**src/rtl/otter_mmio_hub.sv**
```systemverilog
// -----------------------------------------------------------------------------
// otter_mmio_hub
//
// Memory-mapped I/O hub between the OTTER_MCU IOBUS and the board peripherals.
// Address map (region byte in ADDR[31:24], slot in ADDR[23:18], ADDR[17:0]==0):
//   slots 0..NUM_IN-1                 synchronised input ports (read-only)
//   slots NUM_IN..NUM_IN+NUM_OUT-1    output registers (read/write)
//   next four slots                   PEND (W1C), MASK, TXD (push), TXS (status)
// TXS layout: bit0 empty, bit1 full, bit2 overflow (write 1 to clear),
//             bits[15:8] FIFO count.
//
// Ports:
//   CLK, RST          clock, asynchronous active-high reset
//   IOBUS_ADDR/OUT/WR MCU address, write data and one-cycle write strobe
//   IOBUS_IN          combinational read data back to the MCU
//   IN_PORTS          asynchronous board inputs, port i = [i*IN_W +: IN_W]
//   OUT_PORTS         output registers, reg j = [j*OUT_W +: OUT_W]
//   INTR              registered interrupt request (any pending & mask)
//   TX_DATA/VALID     first-word-fall-through head of the transmit FIFO
//   TX_READY          consumer accepts the head when TX_VALID && TX_READY
// -----------------------------------------------------------------------------
module otter_mmio_hub #(
   parameter int          NUM_IN      = 2,
   parameter int          NUM_OUT     = 2,
   parameter int          IN_W        = 16,
   parameter int          OUT_W       = 16,
   parameter int          SYNC_STAGES = 2,
   parameter int          FIFO_DEPTH  = 8,
   parameter int          TX_W        = 8,
   parameter logic [7:0]  REGION      = 8'h11
) (
   input  logic                      CLK,
   input  logic                      RST,
   input  logic [31:0]               IOBUS_ADDR,
   input  logic [31:0]               IOBUS_OUT,
   input  logic                      IOBUS_WR,
   output logic [31:0]               IOBUS_IN,
   input  logic [NUM_IN*IN_W-1:0]    IN_PORTS,
   output logic [NUM_OUT*OUT_W-1:0]  OUT_PORTS,
   output logic                      INTR,
   output logic [TX_W-1:0]           TX_DATA,
   output logic                      TX_VALID,
   input  logic                      TX_READY
);

   localparam int PTR_W = $clog2(FIFO_DEPTH);
   localparam int CNT_W = PTR_W + 1;

   localparam logic [5:0] S_PEND = 6'(NUM_IN + NUM_OUT);
   localparam logic [5:0] S_MASK = 6'(NUM_IN + NUM_OUT + 1);
   localparam logic [5:0] S_TXD  = 6'(NUM_IN + NUM_OUT + 2);
   localparam logic [5:0] S_TXS  = 6'(NUM_IN + NUM_OUT + 3);

   // ---------------------------------------------------------------- decode
   logic       hit;
   logic [5:0] slot;
   logic       wr_hit;

   assign hit    = (IOBUS_ADDR[31:24] == REGION) && (IOBUS_ADDR[17:0] == 18'h0);
   assign slot   = IOBUS_ADDR[23:18];
   assign wr_hit = IOBUS_WR && hit;

   // ------------------------------------------------------------ state
   logic [IN_W-1:0]   sync_q [NUM_IN][SYNC_STAGES];
   logic [IN_W-1:0]   sync_d [NUM_IN][SYNC_STAGES];
   logic [IN_W-1:0]   prev_q [NUM_IN];
   logic [IN_W-1:0]   prev_d [NUM_IN];
   logic [NUM_IN-1:0] change;
   logic [NUM_IN-1:0] pending_q, pending_d;
   logic [NUM_IN-1:0] mask_q, mask_d;
   logic              intr_q, intr_d;
   logic [OUT_W-1:0]  out_q [NUM_OUT];
   logic [OUT_W-1:0]  out_d [NUM_OUT];

   logic [TX_W-1:0]   mem_q [FIFO_DEPTH];
   logic [PTR_W-1:0]  rptr_q, rptr_d;
   logic [PTR_W-1:0]  wptr_q, wptr_d;
   logic [CNT_W-1:0]  count_q, count_d;
   logic              overflow_q, overflow_d;
   logic              fifo_empty, fifo_full;
   logic              push, pop, push_ok;

   // --------------------------------------------- inputs and interrupts
   always_comb begin
      // NOTE: every variable gets a default before any conditional update so
      // no path leaves it unassigned and no latch is inferred.
      change = '0;
      for (int i = 0; i < NUM_IN; i++) begin
         sync_d[i][0] = IN_PORTS[i*IN_W +: IN_W];
         for (int s = 1; s < SYNC_STAGES; s++) begin
            sync_d[i][s] = sync_q[i][s-1];
         end
         prev_d[i] = sync_q[i][SYNC_STAGES-1];
         change[i] = (sync_q[i][SYNC_STAGES-1] != prev_q[i]);
      end

      // Clear first, then set: a fresh change wins over a same-cycle W1C.
      pending_d = pending_q;
      if (wr_hit && slot == S_PEND) begin
         pending_d = pending_d & ~IOBUS_OUT[NUM_IN-1:0];
      end
      pending_d = pending_d | change;

      mask_d = mask_q;
      if (wr_hit && slot == S_MASK) begin
         mask_d = IOBUS_OUT[NUM_IN-1:0];
      end

      intr_d = |(pending_q & mask_q);

      for (int j = 0; j < NUM_OUT; j++) begin
         out_d[j] = out_q[j];
         if (wr_hit && slot == 6'(NUM_IN + j)) begin
            out_d[j] = IOBUS_OUT[OUT_W-1:0];
         end
      end
   end

   // ------------------------------------------------------------ TX FIFO
   assign fifo_empty = (count_q == '0);
   assign fifo_full  = (count_q == CNT_W'(FIFO_DEPTH));
   assign pop        = !fifo_empty && TX_READY;
   assign push       = wr_hit && (slot == S_TXD);
   // A full FIFO still takes a push when the head leaves in the same cycle.
   assign push_ok    = push && (!fifo_full || pop);

   always_comb begin
      rptr_d     = pop     ? rptr_q + PTR_W'(1) : rptr_q;
      wptr_d     = push_ok ? wptr_q + PTR_W'(1) : wptr_q;
      count_d    = count_q + CNT_W'(push_ok) - CNT_W'(pop);
      overflow_d = overflow_q;
      if (wr_hit && slot == S_TXS && IOBUS_OUT[2]) begin
         overflow_d = 1'b0;
      end
      if (push && fifo_full && !pop) begin
         overflow_d = 1'b1;
      end
   end

   // NOTE: the storage array has no reset; TX_DATA is gated to 0 while the
   // FIFO is empty, so stale entries are never observable.
   always_ff @(posedge CLK) begin
      if (push_ok) begin
         mem_q[wptr_q] <= IOBUS_OUT[TX_W-1:0];
      end
   end

   // ---------------------------------------------------- state registers
   // NOTE: sequential state uses non-blocking assignments so every flop
   // samples the pre-edge values regardless of statement order.
   always_ff @(posedge CLK or posedge RST) begin
      if (RST) begin
         for (int i = 0; i < NUM_IN; i++) begin
            for (int s = 0; s < SYNC_STAGES; s++) begin
               sync_q[i][s] <= '0;
            end
            prev_q[i] <= '0;
         end
         for (int j = 0; j < NUM_OUT; j++) begin
            out_q[j] <= '0;
         end
         pending_q  <= '0;
         mask_q     <= '0;
         intr_q     <= 1'b0;
         rptr_q     <= '0;
         wptr_q     <= '0;
         count_q    <= '0;
         overflow_q <= 1'b0;
      end else begin
         sync_q     <= sync_d;
         prev_q     <= prev_d;
         out_q      <= out_d;
         pending_q  <= pending_d;
         mask_q     <= mask_d;
         intr_q     <= intr_d;
         rptr_q     <= rptr_d;
         wptr_q     <= wptr_d;
         count_q    <= count_d;
         overflow_q <= overflow_d;
      end
   end

   // ---------------------------------------------------------- read mux
   always_comb begin
      IOBUS_IN = 32'h0;
      if (hit) begin
         for (int i = 0; i < NUM_IN; i++) begin
            if (slot == 6'(i)) IOBUS_IN = 32'(sync_q[i][SYNC_STAGES-1]);
         end
         for (int j = 0; j < NUM_OUT; j++) begin
            if (slot == 6'(NUM_IN + j)) IOBUS_IN = 32'(out_q[j]);
         end
         if (slot == S_PEND) IOBUS_IN = 32'(pending_q);
         if (slot == S_MASK) IOBUS_IN = 32'(mask_q);
         // The count field is 8 bits wide; a full 256-deep FIFO shows 0 there
         // and is identified by the full flag instead.
         if (slot == S_TXS) begin
            IOBUS_IN = {16'h0, 8'(count_q), 5'h0, overflow_q, fifo_full, fifo_empty};
         end
      end
   end

   // ------------------------------------------------------------ outputs
   for (genvar j = 0; j < NUM_OUT; j++) begin : g_out
      assign OUT_PORTS[j*OUT_W +: OUT_W] = out_q[j];
   end

   assign INTR     = intr_q;
   assign TX_VALID = !fifo_empty;
   assign TX_DATA  = fifo_empty ? '0 : mem_q[rptr_q];

   // Upper write-data bits are legitimately ignored by every register.
   logic unused_wdata;
   assign unused_wdata = ^IOBUS_OUT;

endmodule

```
**config.mk**
```make
export PLATFORM = sky130hd
export DESIGN_NAME = otter_mmio_hub
export DESIGN_NICKNAME = d
export VERILOG_FILES = /design/src/rtl/otter_mmio_hub.sv
export SDC_FILE = /design/constraint.sdc
export NUM_CORES = 1
export LEC_CHECK = 0
export ABC_AREA = 0
export CORE_MARGIN = 4
export CORE_UTILIZATION = 51
export DETAILED_ROUTE_END_ITERATION = 8
export PLACE_DENSITY = 0.9
export SYNTH_ARGS = -nofsm -noshare
export SYNTH_HDL_FRONTEND = slang
export SYNTH_SLANG_ARGS = --single-unit
```
**constraint.sdc**
```tcl
create_clock -name CLK -period 7.05 [get_ports CLK]
set_clock_uncertainty 0.05 [all_clocks]
set_input_delay 1.41 -clock CLK [delete_from_list [all_inputs] [get_ports CLK]]
set_output_delay 1.41 -clock CLK [all_outputs]
set_load 0.03 [all_outputs]
```
==> flow_metrics.tcl <==
set metrics [dict create \
    outcome "finished clean" \
    start_util_pct 51.9 \
    worstSetupStartpointType "input pin" \
    final_core_util_pct 66.0 \
    htreeDepth 1 \
    period_minus_slack_ns 5.84 \
    clk_pin_slew_worst_paths_ns 0.06 \
    cts_resized 0 \
    fillers 1020 \
    clock_latency_ns 0.49 \
    combPwrFrac_pct 18.3 \
    synth_area_leaders "dfrtp_1 (44%), edfxtp_1 (23%), mux4_2 (6.3%)" \
    cts_made_buffers 21 \
    vias 4956 \
    maxCapViolCount 0 \
    nNetsFinal 773 \
    layout-drive-gt1-share_pct 17.8 \
    yosysTopAreaCell "dfrtp_1" \
    synthArstFlopShare_pct 69.2 \
    grt_pass1_wl_um 29400 \
    cts_tree "yes" \
    antenna_found_initial 0 \
    power_uw 2930 \
    rsz0062_at_grt "no" \
    grt_util_all_layers_pct 20.6 \
    synth_edf_count 64 \
    clockPowerShare_pct 34.2 \
    synth_cell_type_count 51 \
    ioPinCount 174 \
    worst_ep_arrival_time_ns 4.38 \
    cp.required_ns 5.59 \
    swShare_pct 27.0 \
    post-route-period-util_pct 82.8 \
    synth_area_mm2 0.00822 \
    cts_buffer_depth 3 \
    std_cell_rows 46 \
    cts_root_buf "clkbuf_16" \
    antenna_left 0 \
    finalWirelength_um 18700 \
    clock_sinks 208 \
    grt_pass1_vias 5300 \
    p_seq_share_pct 47.5 \
    first_iter_violations 343 \
    power_density_mw_per_mm2 280 \
    ir_drop_mv 0.184 \
    antenna_cells 0 \
    holdBufCountCts 0 \
    ff_latch_area_mm2 0.00553 \
    hold_slack_ns 0.296 \
    synthToLayoutAreaGrowth_pct 27.1 \
    switchingPower_uw 789 \
    hold_viol 0 \
    core_mm2 0.0158 \
    multi_input_area_mm2 0.00248 \
    vias_per_cell 5.53 \
    setup_viol 0 \
    synthCells 511 \
    drcViolationCount 0 \
    worst_slew_pin_slew_ns 1.25 \
    crit_fanout 17 \
    cts_setup_buffers 0 \
    yosysSeqAreaShare_pct 67.2 \
    wl_per_cell_um 20.9 \
    leakage_uw 0.00414 \
    synth_ff_type "dfrtp_1" \
    dp_hpwl_um 13000 \
    worst-setup-path-type "in -> out" \
    syn_area_per_cell_um2 16.1 \
    numPortBuffers 141 \
    max_freq_ghz 0.171 \
    die_w_um 135 \
    yosys_warnings 0 \
    ys_ff_latch 208 \
    first_pass_iters 5 \
    synth.top_cell.area_share_pct 43.8 \
    die_area_mm2 0.0182 \
    overflow 0 \
    grt_max_degree 77 \
    p_int_uw 2140 \
    die_h_um 135 \
    slew_violations 0 \
    gp_congestion 0.840 \
    end_kind "output pin" \
    max-slew-margin-rel_pct 15.9 \
    fin_setup_tns_ns 0 \
    hold_path.class "reg -> reg" \
]
## cell usage after synthesis (5+ instances only)
cell,instances
mux2i_1,10
nand4_1,10
nor2_1,28
nor4b_1,6
buf_2,7
xnor2_1,35
mux4_2,23
o21ai_0,5
edfxtp_1,64
inv_1,9
ha_1,7
mux2_2,34
mux2_4,10
buf_4,17
o22ai_1,9
dfrtp_1,144
nor4_1,19
a22oi_1,5
clkbuf_1,6
buf_1,7
nand2_1,7
nor3_1,7
## per-stage QoR
stage / instances / setup slack [ns] / area (um^2)
2_1_floorplan: 526 / 1.72 / 8270
3_3_place_gp: 857 / 1.40 / 9820
3_5_place_dp: 857 / 1.29 / 9820
4_1_cts: 895 / 1.22 / 10400
5_1_grt: 896 / 1.11 / 10400
6_report: 896 / 1.21 / 10400
## critical path: stages
cell,delay [ns]
clkdlybuf4s50_1,0.41
nor4b_1,0.33
nand4_1,0.13
buf_4,0.21
or2_1,0.52
nor4_1,0.58
clkdlybuf4s50_1,0.77
## kinds of logic (layout without fill, tap and decap cells)
logic type                 after synthesis  in the layout  synth area share (%)
adders and majority gates                8              8                  1.31
DFF                                    208            208                  67.2
other                                    1             16                0.0456
and+or+nand+nor                         99             99                  7.37
xor gates and xnor gates                38             38                  4.05
muxes                                   78             78                  14.1
AOI/OAI and AO/OA                       31             31                  2.54
buffers and inverters                   48            202                  3.30
## path summary, 6_finish.rpt
| kind | end | slack (ns) | startpoint | cells past startpoint |
|---|---|---|---|---|
| max | IOBUS_IN[6] | 1.21 | IOBUS_ADDR[26] | 7 |
| min | prev_d[23] | 0.30 | sync_d[39] | 0 |
| max reg2reg | mem_q[7][0] | 4.10 | count_q[2] | 6 |
| min reg2reg | prev_d[23] | 0.30 | sync_d[39] | 0 |
| max in group asynchronous | OUT_PORTS[31] | 4.27 | RST | 3 |
| min in group asynchronous | sync_d[9] | 1.35 | RST | 2 |
## per-layer routing
layer / global-route usage (%) / up-vias / part of all wire (%)
li1: - / 2161 / -
met1: 26.3 / 2501 / 39
met2: 36.2 / 244 / 51
met3: 4.40 / 50 / 7.0
met4: 5.54 / 0 / 2.4
met5: 0 / - / 0
## cell usage in the layout, fill, tap and decap left out, types with 10 or more instances in the layout
cell type,instances
dfrtp_1,144
mux2_2,34
mux4_2,23
xnor2_1,35
nor2_1,28
clkdlybuf4s50_1,141
edfxtp_1,64
buf_4,13
clkbuf_16,21
conb_1,16
mux2i_1,10
nor4_1,19
nand4_1,10
mux2_4,10
## power groups by stage
stage,clock [uW],combinational [uW],sequential (uW)
final,999,535,1390
after global placement,0,518,1410
after CTS,1010,538,1390
after global routing,1070,578,1400
after floorplan,0,411,1340
after detailed placement,0,537,1410
## flip-flops by register name, summed over array words and instances, names as in the netlist
signal,count
mem_q,64
OUT_PORTS,32
prev_d,32
prev_q,32
sync_d,32
count_q,4
rptr_q,3
wptr_q,3
mask_q,2
pending_q,2
INTR,1
overflow_q,1
## layout make-up
class                   count  share of cell area [%]
well taps                 216                    2.59
multi-input cells         270                    23.7
inverters                   9                   0.371
flip-flops and latches    208                    52.9
clock inverters            13                   0.695
clock buffers              25                    5.27
repair buffers            155                    14.5
Note: power is estimated with default switching activity, not from simulation.
